`src/rtl/hash_squeeze_unpacker.sv`:
```
// hash_squeeze_unpacker
//   Unpacks 64-bit Keccak squeeze lanes into a little-endian stream of
//   COEF_W-bit coefficients.  Each coefficient is written zero-extended as a
//   16-bit word to consecutive memory addresses (11-bit wrap).  A job writes
//   NUM_COEF coefficients, then pulses done.
//
//   Optional build macro HASH_UNPACK_REJ_EN: candidates >= MODQ are consumed
//   from the stream but not written, not counted, and do not advance the
//   address.  More lanes are pulled as needed.
//
// Ports
//   clk, rst_n      clock, asynchronous active-low reset
//   start           one-cycle pulse: begin/restart a job, latch wr_base_addr
//   wr_base_addr    first write address of the job
//   lane_valid/lane_data/lane_ready   squeeze lane handshake
//   mem_wr_en/mem_wr_addr/mem_wr_data registered memory write port
//   busy            high while a job is running
//   done            one-cycle pulse one cycle after the final write
module hash_squeeze_unpacker #(
    parameter int COEF_W   = 13,
    parameter int NUM_COEF = 64,
    parameter int MODQ     = 7681
) (
    input  logic        clk,
    input  logic        rst_n,
    input  logic        start,
    input  logic [10:0] wr_base_addr,
    input  logic        lane_valid,
    input  logic [63:0] lane_data,
    output logic        lane_ready,
    output logic        mem_wr_en,
    output logic [10:0] mem_wr_addr,
    output logic [15:0] mem_wr_data,
    output logic        busy,
    output logic        done
);

    localparam int BUF_W = 64 + COEF_W - 1;
    localparam logic [6:0] COEF_W7 = 7'(COEF_W);
    localparam logic [6:0] LAST_CNT = 7'(NUM_COEF - 1);
    localparam logic [COEF_W-1:0] MODQ_C = COEF_W'(MODQ);
`ifdef HASH_UNPACK_REJ_EN
    localparam bit REJ_EN = 1'b1;
`else
    localparam bit REJ_EN = 1'b0;
`endif

    typedef enum logic [1:0] {IDLE, RUN, DONE} state_t;

    state_t state, state_nxt;

    logic [BUF_W-1:0]  bit_buf;
    logic [6:0]        bit_cnt;
    logic [6:0]        coef_cnt;
    logic [10:0]       addr_q;
    logic [63:0]       swapped;
    logic [COEF_W-1:0] cand;
    logic              accept, emit, keep;

    // First byte delivered by the hash sits in lane_data[63:56]; it becomes
    // the least significant byte of the stream.
    always_comb begin
        swapped = '0;
        for (int i = 0; i < 8; i++)
            swapped[8*i +: 8] = lane_data[8*(7-i) +: 8];
    end

    assign cand   = bit_buf[COEF_W-1:0];
    assign accept = lane_valid & lane_ready;
    assign busy   = (state == RUN);

    // State register
    always_ff @(posedge clk or negedge rst_n) begin
        if (!rst_n) state <= IDLE;
        else        state <= state_nxt;
    end

    // Next-state logic; start wins from any state
    always_comb begin
        state_nxt = state;
        if (start) begin
            state_nxt = RUN;
        end else begin
            case (state)
                IDLE:    state_nxt = IDLE;
                RUN:     if (keep && coef_cnt == LAST_CNT) state_nxt = DONE;
                DONE:    state_nxt = IDLE;
                default: state_nxt = IDLE;
            endcase
        end
    end

    // Output / control decode.  Accept and emit are exclusive: a lane is only
    // taken when fewer than COEF_W bits remain.  lane_ready is masked on a
    // start cycle so the source never loses a lane to the buffer clear.
    always_comb begin
        lane_ready = 1'b0;
        emit       = 1'b0;
        keep       = 1'b0;
        if (state == RUN && !start) begin
            lane_ready = (bit_cnt < COEF_W7);
            emit       = (bit_cnt >= COEF_W7);
            keep       = emit && (!REJ_EN || cand < MODQ_C);
        end
    end

    // Datapath and registered write port
    always_ff @(posedge clk or negedge rst_n) begin
        if (!rst_n) begin
            bit_buf     <= '0;
            bit_cnt     <= '0;
            coef_cnt    <= '0;
            addr_q      <= '0;
            mem_wr_en   <= 1'b0;
            mem_wr_addr <= '0;
            mem_wr_data <= '0;
            done        <= 1'b0;
        end else begin
            mem_wr_en <= 1'b0;
            done      <= 1'b0;
            if (start) begin
                bit_buf     <= '0;
                bit_cnt     <= '0;
                coef_cnt    <= '0;
                addr_q      <= wr_base_addr;
                mem_wr_addr <= wr_base_addr;
            end else begin
                if (state == DONE) done <= 1'b1;
                if (accept) begin
                    // bit_cnt < COEF_W here, so the shifted lane fits in BUF_W
                    bit_buf <= bit_buf | (BUF_W'(swapped) << bit_cnt);
                    bit_cnt <= bit_cnt + 7'd64;
                end else if (emit) begin
                    // Rejected candidates are still consumed from the stream
                    bit_buf <= bit_buf >> COEF_W;
                    bit_cnt <= bit_cnt - COEF_W7;
                    if (keep) begin
                        mem_wr_en   <= 1'b1;
                        mem_wr_addr <= addr_q;
                        mem_wr_data <= {{(16-COEF_W){1'b0}}, cand};
                        addr_q      <= addr_q + 11'd1;
                        coef_cnt    <= coef_cnt + 7'd1;
                    end
                end
            end
        end
    end

endmodule
```
`config.mk`:
```
export PLATFORM = sky130hd
export DESIGN_NAME = hash_squeeze_unpacker
export DESIGN_NICKNAME = d
export VERILOG_FILES = /design/src/rtl/hash_squeeze_unpacker.sv
export SDC_FILE = /design/constraint.sdc
export NUM_CORES = 1
export LEC_CHECK = 0
export BUFFER_PORTS_ARGS = -buffer_cell sky130_fd_sc_hd__buf_2
export CORE_ASPECT_RATIO = 1.5
export CORE_MARGIN = 2
export CORE_UTILIZATION = 36
export CTS_CLUSTER_DIAMETER = 80
export DETAILED_ROUTE_END_ITERATION = 10
export HOLD_SLACK_MARGIN = 0.03
export SYNTH_ARGS = -nofsm -noshare
export SYNTH_HDL_FRONTEND = slang
export SYNTH_SLANG_ARGS = --single-unit
```
`constraint.sdc`:
```
create_clock -name clk -period 2.6 [get_ports clk]
set_clock_uncertainty 0.2 [all_clocks]
set_input_delay 0.13 -clock clk [delete_from_list [all_inputs] [get_ports clk]]
set_output_delay 0.13 -clock clk [all_outputs]
set_load 0.005 [all_outputs]
```
# == After elaboration in Yosys (flattened, before gate mapping) ==
# Cells that the tools add are included.
# word_totals
ram_bits,0
latchBits,0
wordCells,57
regBits,129
mem_count,0
mem_bits_ro,0
inputBits,79
output_inout_bits,31
# op_classes
shift,1
n_bitwise,4
magnitude_cmp,2
eq_ne,5
mul,0
addsub,4
n_reduce_logical,7
div_mod_pow,0
muxes,25
# ops
op,n
two-way mux 76 bit,3
bitwise OR 76 bit,1
left shift 64 x 7 -> 76 bit,1
two-way mux 11 bit,6
two-way mux 7 bit,6
adder 11 x 1 -> 11 bit (second input constant),1
adder 7 x 1 -> 7 bit (second input constant),1
adder 7 bit (second input constant),1
equality test 7 x 6 -> 1 bit (second input constant),1
greater-or-equal comparator 7 x 4 -> 1 bit (second input constant),1
less-than comparator 7 x 4 -> 1 bit (second input constant),1
two-way mux 1 bit,7
subtractor 7 x 4 -> 7 bit (second input constant),1
two-way mux 2 bit,3
inequality test 3 x 2 -> 1 bit (second input constant),1
AND reduction 3 bit,1
nonzero test 3 bit,1
equality test 2 x 1 -> 1 bit (second input constant),1
equality test 2 bit (second input constant),1
logical AND 1 bit,2
inequality test 2 bit (second input constant),1
NOT 1 bit,2
AND reduction 2 bit,1
nonzero test 2 bit,1
2 further kinds,2

# == Logic depth before layout (Yosys ltp) ==
# Gate-level depths: netlist of run 1.
# logic_depth
ltp_word,7
depth_mapped,13
mapped_depth_nobuf,8

# == Worst setup path after synthesis of run 1 ==
# No wires, ideal clock.
# synth_timing
path_type,flip-flop to flip-flop
start,register bit_cnt[1]
end,register bit_buf[45]
arrival_time_ns,2.439
path_stages_with_launch,13
path_buffers,4
slack_ns,-0.158
period_less_slack_ns,2.758
t_required_ns,2.280
setup_ns,0.120
cell_sequence,dfrtp_1 -> buf_2 -> buf_2 -> buf_2 -> inv_1 -> ha_1 -> and3_1 -> o31a_1 -> nand2_2 -> inv_2 -> buf_6 -> a22o_1 -> a31o_1
# synth_between
elab_chain_cells,5
word_cells_on_any_way,10
classes_between,2 x order compare; 1 x shift; 4 x mux; 2 x bitwise; 1 x reduce/logical
# synth_lines
item,line_no,text
from (decl),53,logic [6:0] bit_cnt;
from (signal assigned),132,bit_cnt <= bit_cnt + 7'd64;
from (signal assigned),136,bit_cnt <= bit_cnt - COEF_W7;
"parallel branches: the longest is 5 deep, another holds left shift 64 x 7 -> 76 bit",n/a,
to (signal assigned),131,bit_buf <= bit_buf | (BUF_W'(swapped) << bit_cnt);
to (signal assigned),135,bit_buf <= bit_buf >> COEF_W;
to (decl),52,logic [BUF_W-1:0] bit_buf;
# Parallel ways; which one is timed is not known.
# A chain may end at the register's enable or synchronous reset.

# == Worst setup path after layout of run 1 ==
# layout_timing
start,register bit_cnt[0]
end,register bit_buf[13]
# The elaborated chain is that of the path after synthesis.

==> results of run 1 <==
## registers in the layout (all words and copies together) (netlist names)
signal / cells
bit_buf: 76
mem_wr_data: 13
addr_q: 11
mem_wr_addr: 11
bit_cnt: 7
coef_cnt: 7
state: 2
done: 1
mem_wr_en: 1
## worst max-delay path, stage by stage (launching register included)
cell and delay, ns:
dfrtp_4 0.49, buf_12 0.16, buf_4 0.14, buf_4 0.16
mux2_2 0.33, and2_1 0.23, mux4_2 0.46, o21ai_1 0.14
o21ai_1 0.08
## what timing repair did
action | 4_1_cts | 5_1_grt
setup buffers | 1 | 3
hold endpoints to repair | 151 | 0
endpoints found under the setup margin | 4 | 20
gates cloned | 0 | 3
hold buffers | 12 | 0
pin swaps | 0 | 5
gates resized for setup | 1 | 17
## metrics by stage
| step | worst slack [ns] | setup TNS (ns) | total power (uW) | instances | area (um^2) |
|---|---|---|---|---|---|
| floorplan | 0.0363 | 0 | 7700 | 917 | 9120 |
| global placement | -0.0980 | -0.0980 | 9810 | 1321 | 10200 |
| detailed placement | -0.120 | -0.120 | 9880 | 1321 | 10200 |
| CTS | 0.00443 | 0 | 12300 | 1365 | 10900 |
| global route | -0.00598 | -0.00992 | 13400 | 1371 | 11100 |
| finish | 0.0697 | 0 | 12700 | 1371 | 11100 |
## kinds of logic after synthesis
group                    after synthesis  synth area share
AO/OA/AOI/OAI                        278             0.199
AND/OR/NAND/NOR                      240             0.121
multiplexers                         158             0.262
flip-flops                           129             0.355
buffers and inverters                104            0.0565
adder cells (fa/ha/maj)                4           0.00550
other                                  1          0.000412
XOR/XNOR                               1          0.000962
## cell usage after synthesis, types with 3 or more instances
master	count
and3_1	6
nand4_1	4
buf_4	6
a22o_1	6
a31oi_1	9
mux2i_1	64
o31a_1	5
nand2b_1	8
o21a_1	3
inv_1	16
nor2_1	51
buf_2	26
o21ai_1	6
nor3_1	20
a32o_1	3
clkbuf_1	36
or3_1	5
buf_6	7
a221o_1	12
a41oi_1	3
mux2_2	33
dfrtp_1	129
o21bai_1	4
o21ai_0	75
a22oi_1	40
nor2b_1	9
a31o_2	3
or2_2	3
a21oi_1	59
a211oi_1	5
buf_1	9
a222oi_1	7
nand2_1	106
mux4_2	61
o31ai_1	4
ha_1	4
nand3_1	13
o22ai_1	15
## worst max path at each step
stage / start / end / slack, ns
after detailed placement: bit_cnt[0] / coef_cnt[5] / -0.12
after global routing: bit_cnt[0] / bit_buf[50] / -0.006
after CTS: bit_cnt[0] / bit_buf[34] / 0.004
final: bit_cnt[0] / bit_buf[13] / 0.07
after global placement: bit_cnt[0] / coef_cnt[5] / -0.1
after floorplan: bit_cnt[1] / bit_buf[45] / 0.04
## where the power goes
group	switching [uW]	total [uW]	internal, uW
Sequential	624	3380	2750
Combinational	3750	6890	3140
Clock	859	2390	1530
## per-layer routing
| layer | track usage | routed length, um | vias to the layer above |
|---|---|---|---|
| met1 | 0.268 | 11700 | 3904 |
| met3 | 0.0257 | 1410 | 70 |
| met5 | 0 | 0 | - |
| met2 | 0.354 | 14100 | 363 |
| li1 | - | - | 3721 |
| met4 | 0.123 | 1350 | 0 |
## final cells by class
cell class              count  area, um^2  area share
multi-input cells         684        5430       0.491
flip-flops and latches    129        3240       0.292
repair buffers            180        1340       0.121
clock buffers              26         509      0.0460
well taps                 328         410      0.0371
clock inverters             5        75.1     0.00678
inverters                  19        73.8     0.00667
==> flow_summary.ini, run 1 <==
[clock_tree]
cts_tree = done
clockBufferDepth = 2
root_buffer = clkbuf_16
cts_sinks = 129
htree_levels = 4
worstSkewPairLatency_ns = 0.42
clkTransAtPathRegs_ns = 0.06
numCtsBuffers = 17

[die]
boundaryPins = 110
initial_utilization = 0.365
rows = 71
core_um2 = 25000
die_height_um = 199
die_area_um2 = 26600
die_w_um = 134

[setup_path]
cp-end-kind = flip-flop
rrSetupSlack_ns = 0.07
r2r_start = bit_cnt[0]
crit_arrival_ns = 2.61
start_kind = flip-flop
critPathKind = flip-flop to flip-flop
rr_endpoint = bit_buf[13]
cp_max_fo = 8
reg2reg_depth = 8
required_ns = 2.68

[detailed_routing]
drtIter0Drc = 822
wl_um = 28500
drt-wirelength-per-cell_um = 20.8
drc = 0
ant_nets = 0
vias = 8058
first_pass_iters = 7
vias_per_cell = 5.88

[logic_synthesis]
syn_area_per_cell_um2 = 9.95
yosysTopAreaCell = dfrtp_1
synthTopCellsByArea = dfrtp_1 (35%), mux4_2 (15%), mux2i_1 (7.0%)
synth-edff-count = 0
ys_seq_area_frac = 0.355
postSynth.asyncResetShare = 1.00
ys_types = 70
yosysWarningCount = 0
ys_seq_elements = 129
synthesis.area_um2 = 9100
synth_top_flop_cell = dfrtp_1
synthDominantCellAreaShare = 0.355
syn_inst = 915

[sta]
hold_violations = 0
holdWs_ns = 0.0664
worst_slew_pin_slew_ns = 0.867
clock.fmax_mhz = 395
finalMaxSlewViolations = 0
fin_crit_sh = 0.973
slew_headroom = 0.418
setup_viol = 0
rsz0062_at_grt = yes
fin_crit_ns = 2.53

[global_routing]
grt_usage = 0.213
grt_max_degree = 81
grt_antenna_before_repair = 0
grt_pass1_wl_um = 44200
grt_overflow_total = 0
first_global_vias = 7867

[layout]
antenna_cells = 0
fin_nets = 1114
nFillCells = 2392
drive_gt1_frac = 0.306
layout_commonest_cell = dfrtp_1
final_util = 0.444
syn_to_final_growth_pct = 21.6
final_cell_mix = dfrtp_1 (125), nand2_1 (106), buf_2 (105)

[power_and_ir_drop]
p_leak_uw = 0.00476
cellPowerDensity_nw_per_um2 = 1140
ir_drop_uv = 415

[job]
cap_violations = 0

[hold_path]
min-delay-path-class = input pin to asynchronous set/reset pin

[place]
io_buffers = 106
hpwl_um = 20200
gp_congestion = 0.901

[run_status]
outcome = finished clean
Power figures use the tool's default switching activity.
==> run 2, diff against run 1 <==
--- a/config.mk
+++ b/config.mk
@@ -6,4 +6,5 @@
 export NUM_CORES = 1
 export LEC_CHECK = 0
+export ABC_AREA = 1
 export BUFFER_PORTS_ARGS = -buffer_cell sky130_fd_sc_hd__buf_2
 export CORE_ASPECT_RATIO = 1.5
==> constraint.sdc (replaced) <==
create_clock -name clk -period 2.3 [get_ports clk]
set_clock_uncertainty 0.2 [all_clocks]
set_input_delay 0.345 -clock clk [delete_from_list [all_inputs] [get_ports clk]]
set_output_delay 0.345 -clock clk [all_outputs]
set_load 0.005 [all_outputs]
==> flow_summary.ini, run 2 <==
[run_status]
outcome = finished clean

[die]
die_w_um = 141
boundaryPins = 110
die_area_um2 = 29700
initial_utilization = 0.365
rows = 75
core_um2 = 27900
die_height_um = 210

[sta]
clock.fmax_mhz = 438
worst_slew_pin_slew_ns = 0.902
fin_crit_sh = 0.992
hold_violations = 0
finalMaxSlewViolations = 0
slew_headroom = 0.396
rsz0062_at_grt = yes
fin_crit_ns = 2.28
setup_viol = 0

[logic_synthesis]
synthTopCellsByArea = dfrtp_1 (32%), nand3_1 (24%), nand2_1 (21%)
ys_seq_area_frac = 0.317
synthDominantCellAreaShare = 0.317
synth_top_flop_cell = dfrtp_1
synth-edff-count = 0
syn_area_per_cell_um2 = 6.23
ys_types = 38
ys_seq_elements = 129
yosysTopAreaCell = dfrtp_1
synthesis.area_um2 = 10200
yosysWarningCount = 0
postSynth.asyncResetShare = 1.00
syn_inst = 1633
synth_commonest_cells = nand2_1 (569), nand3_1 (491), dfrtp_1 (129)
post-synth-top-count-cell = nand2_1

[power_and_ir_drop]
p_leak_uw = 0.00629
cellPowerDensity_nw_per_um2 = 1630
ir_drop_uv = 600

[clock_tree]
worstSkewPairLatency_ns = 0.42
cts_tree = done
cts_sinks = 129
cts_setup_buffers = 0
clkTransAtPathRegs_ns = 0.06
clockBufferDepth = 2
htree_levels = 4
root_buffer = clkbuf_16
numCtsBuffers = 17

[hold_path]
min-delay-path-class = input pin to flip-flop
hold-path-cell-count = 3

[global_routing]
first_global_vias = 11264
grt_usage = 0.277
grt_max_degree = 67
grt_antenna_before_repair = 0
grt_pass1_wl_um = 63400
grt_overflow_total = 0

[layout]
nFillCells = 2985
fin_nets = 1836
final_cells = 2112
postLayoutCellArea_um2 = 12500
largest_register = bit_buf
syn_to_final_growth_pct = 22.8
antenna_cells = 0
drive_gt1_frac = 0.168
layout_commonest_cell = nand2_1
final_cell_mix = nand2_1 (556), nand3_1 (468), dfrtp_1 (125)
largest_register_ffs = 76
top_regs = bit_buf: 76 flops, mem_wr_data: 13 flops

[setup_path]
crit_path_top_delay_cell = nor2_1
reg2reg_depth = 6
cp_common_cell = nand2_1
cp_max_fo = 20
required_ns = 2.45
start_kind = flip-flop
slowest_delay_ns = 0.57
rrSetupSlack_ns = 0.02
cp_num_cells = 6
cp-end-kind = flip-flop
cp_cell_sequence = buf_4 -> nor2_1 -> nand2_1 -> o21ai_0 -> nand2_1 -> nand2_1
crit_arrival_ns = 2.43
cp.buffers_inverters = 1
critPathKind = flip-flop to flip-flop
crit_family = simple AND/OR/NAND/NOR gates

[detailed_routing]
vias_per_cell = 5.60
wl_um = 41500
ant_nets = 0
drtIter0Drc = 984
vias = 11831
drc = 0
drt-wirelength-per-cell_um = 19.6
first_pass_iters = 5

[place]
io_buffers = 106
gp_congestion = 1.01
hpwl_um = 32000
post-place-cells = 2071
place_area_um2 = 11500

[job]
cap_violations = 0
run 2: final cells by class:
class,instances,area [um^2],area share
timing repair buffer,207,1600,0.128
clock inverter,13,209,0.0167
tap,346,433,0.0346
multi-input combinational,1300,6220,0.497
sequential,129,3230,0.259
clock buffer,19,433,0.0346
inverter,98,375,0.0300
run 2: cell families (layout without fill, tap and decap cells):
| logic type | count (synthesis) | count (layout) | synth area share |
|---|---|---|---|
| fa+ha+maj | 4 | 4 | 0.00492 |
| compound gates | 147 | 147 | 0.0917 |
| flops | 129 | 129 | 0.317 |
| other cells | 1 | 3 | 0.000368 |
| buf+inv | 206 | 337 | 0.0907 |
| xor+xnor | 9 | 9 | 0.00774 |
| simple gates | 1137 | 1137 | 0.487 |
run 2: worst register-to-register path, delay by kind of cell (launching register included):
kind,cells,cell delay (ns)
compound gates,1,0.34
buf+inv,1,0.25
flops,1,0.45
simple gates,4,0.97
run 2: timing repair:
| item | CTS | global route |
|---|---|---|
| hold buffers | 7 | 0 |
| setup endpoints to repair | 41 | 49 |
| resized for setup | 5 | 52 |
| gates cloned | 0 | 2 |
| pin swaps | 0 | 2 |
| hold endpoints to repair | 57 | 0 |
run 2: path summary, 6_finish.rpt:
check | start | endpoint
worst max-delay path | bit_cnt[4] | bit_buf[37]
worst min-delay path | wr_base_addr[7] | mem_wr_addr[7]
worst max register to register | bit_cnt[4] | bit_buf[37]
worst min register to register | state[0] | done
max in group asynchronous | rst_n | bit_buf[17]
min in group asynchronous | rst_n | mem_wr_data[12]
run 2: metrics by stage:
step	util	total power [uW]	setup WS [ns]	setup TNS (ns)	hold slack [ns]
final	0.449	20400	0.0186	0	0.0558
after global routing	0.449	21800	-0.0282	-0.0735	0.0830
after CTS	0.440	19800	0.00126	0	0.0460
after detailed placement	0.414	16700	-0.158	-1.18	0.140
after global placement	0.414	16700	-0.103	-0.201	0.137
after floorplan	-	11600	0.137	0	-0.151
run 2: report_power, final:
part	total (uW)	leakage (uW)	internal (uW)	switching, uW
Combinational	13600	0.00428	4470	9140
Clock	2980	0.000304	1930	1060
Sequential	3800	0.00171	3150	646
Total	20400	0.00629	9550	10800
run 2: per-layer routing:
layer	vias up	GRT usage	part of all wire
met5	-	0	0
met4	0	0.138	0.054
met3	86	0.0279	0.051
met2	442	0.484	0.50
met1	5570	0.337	0.40
li1	5733	-	-
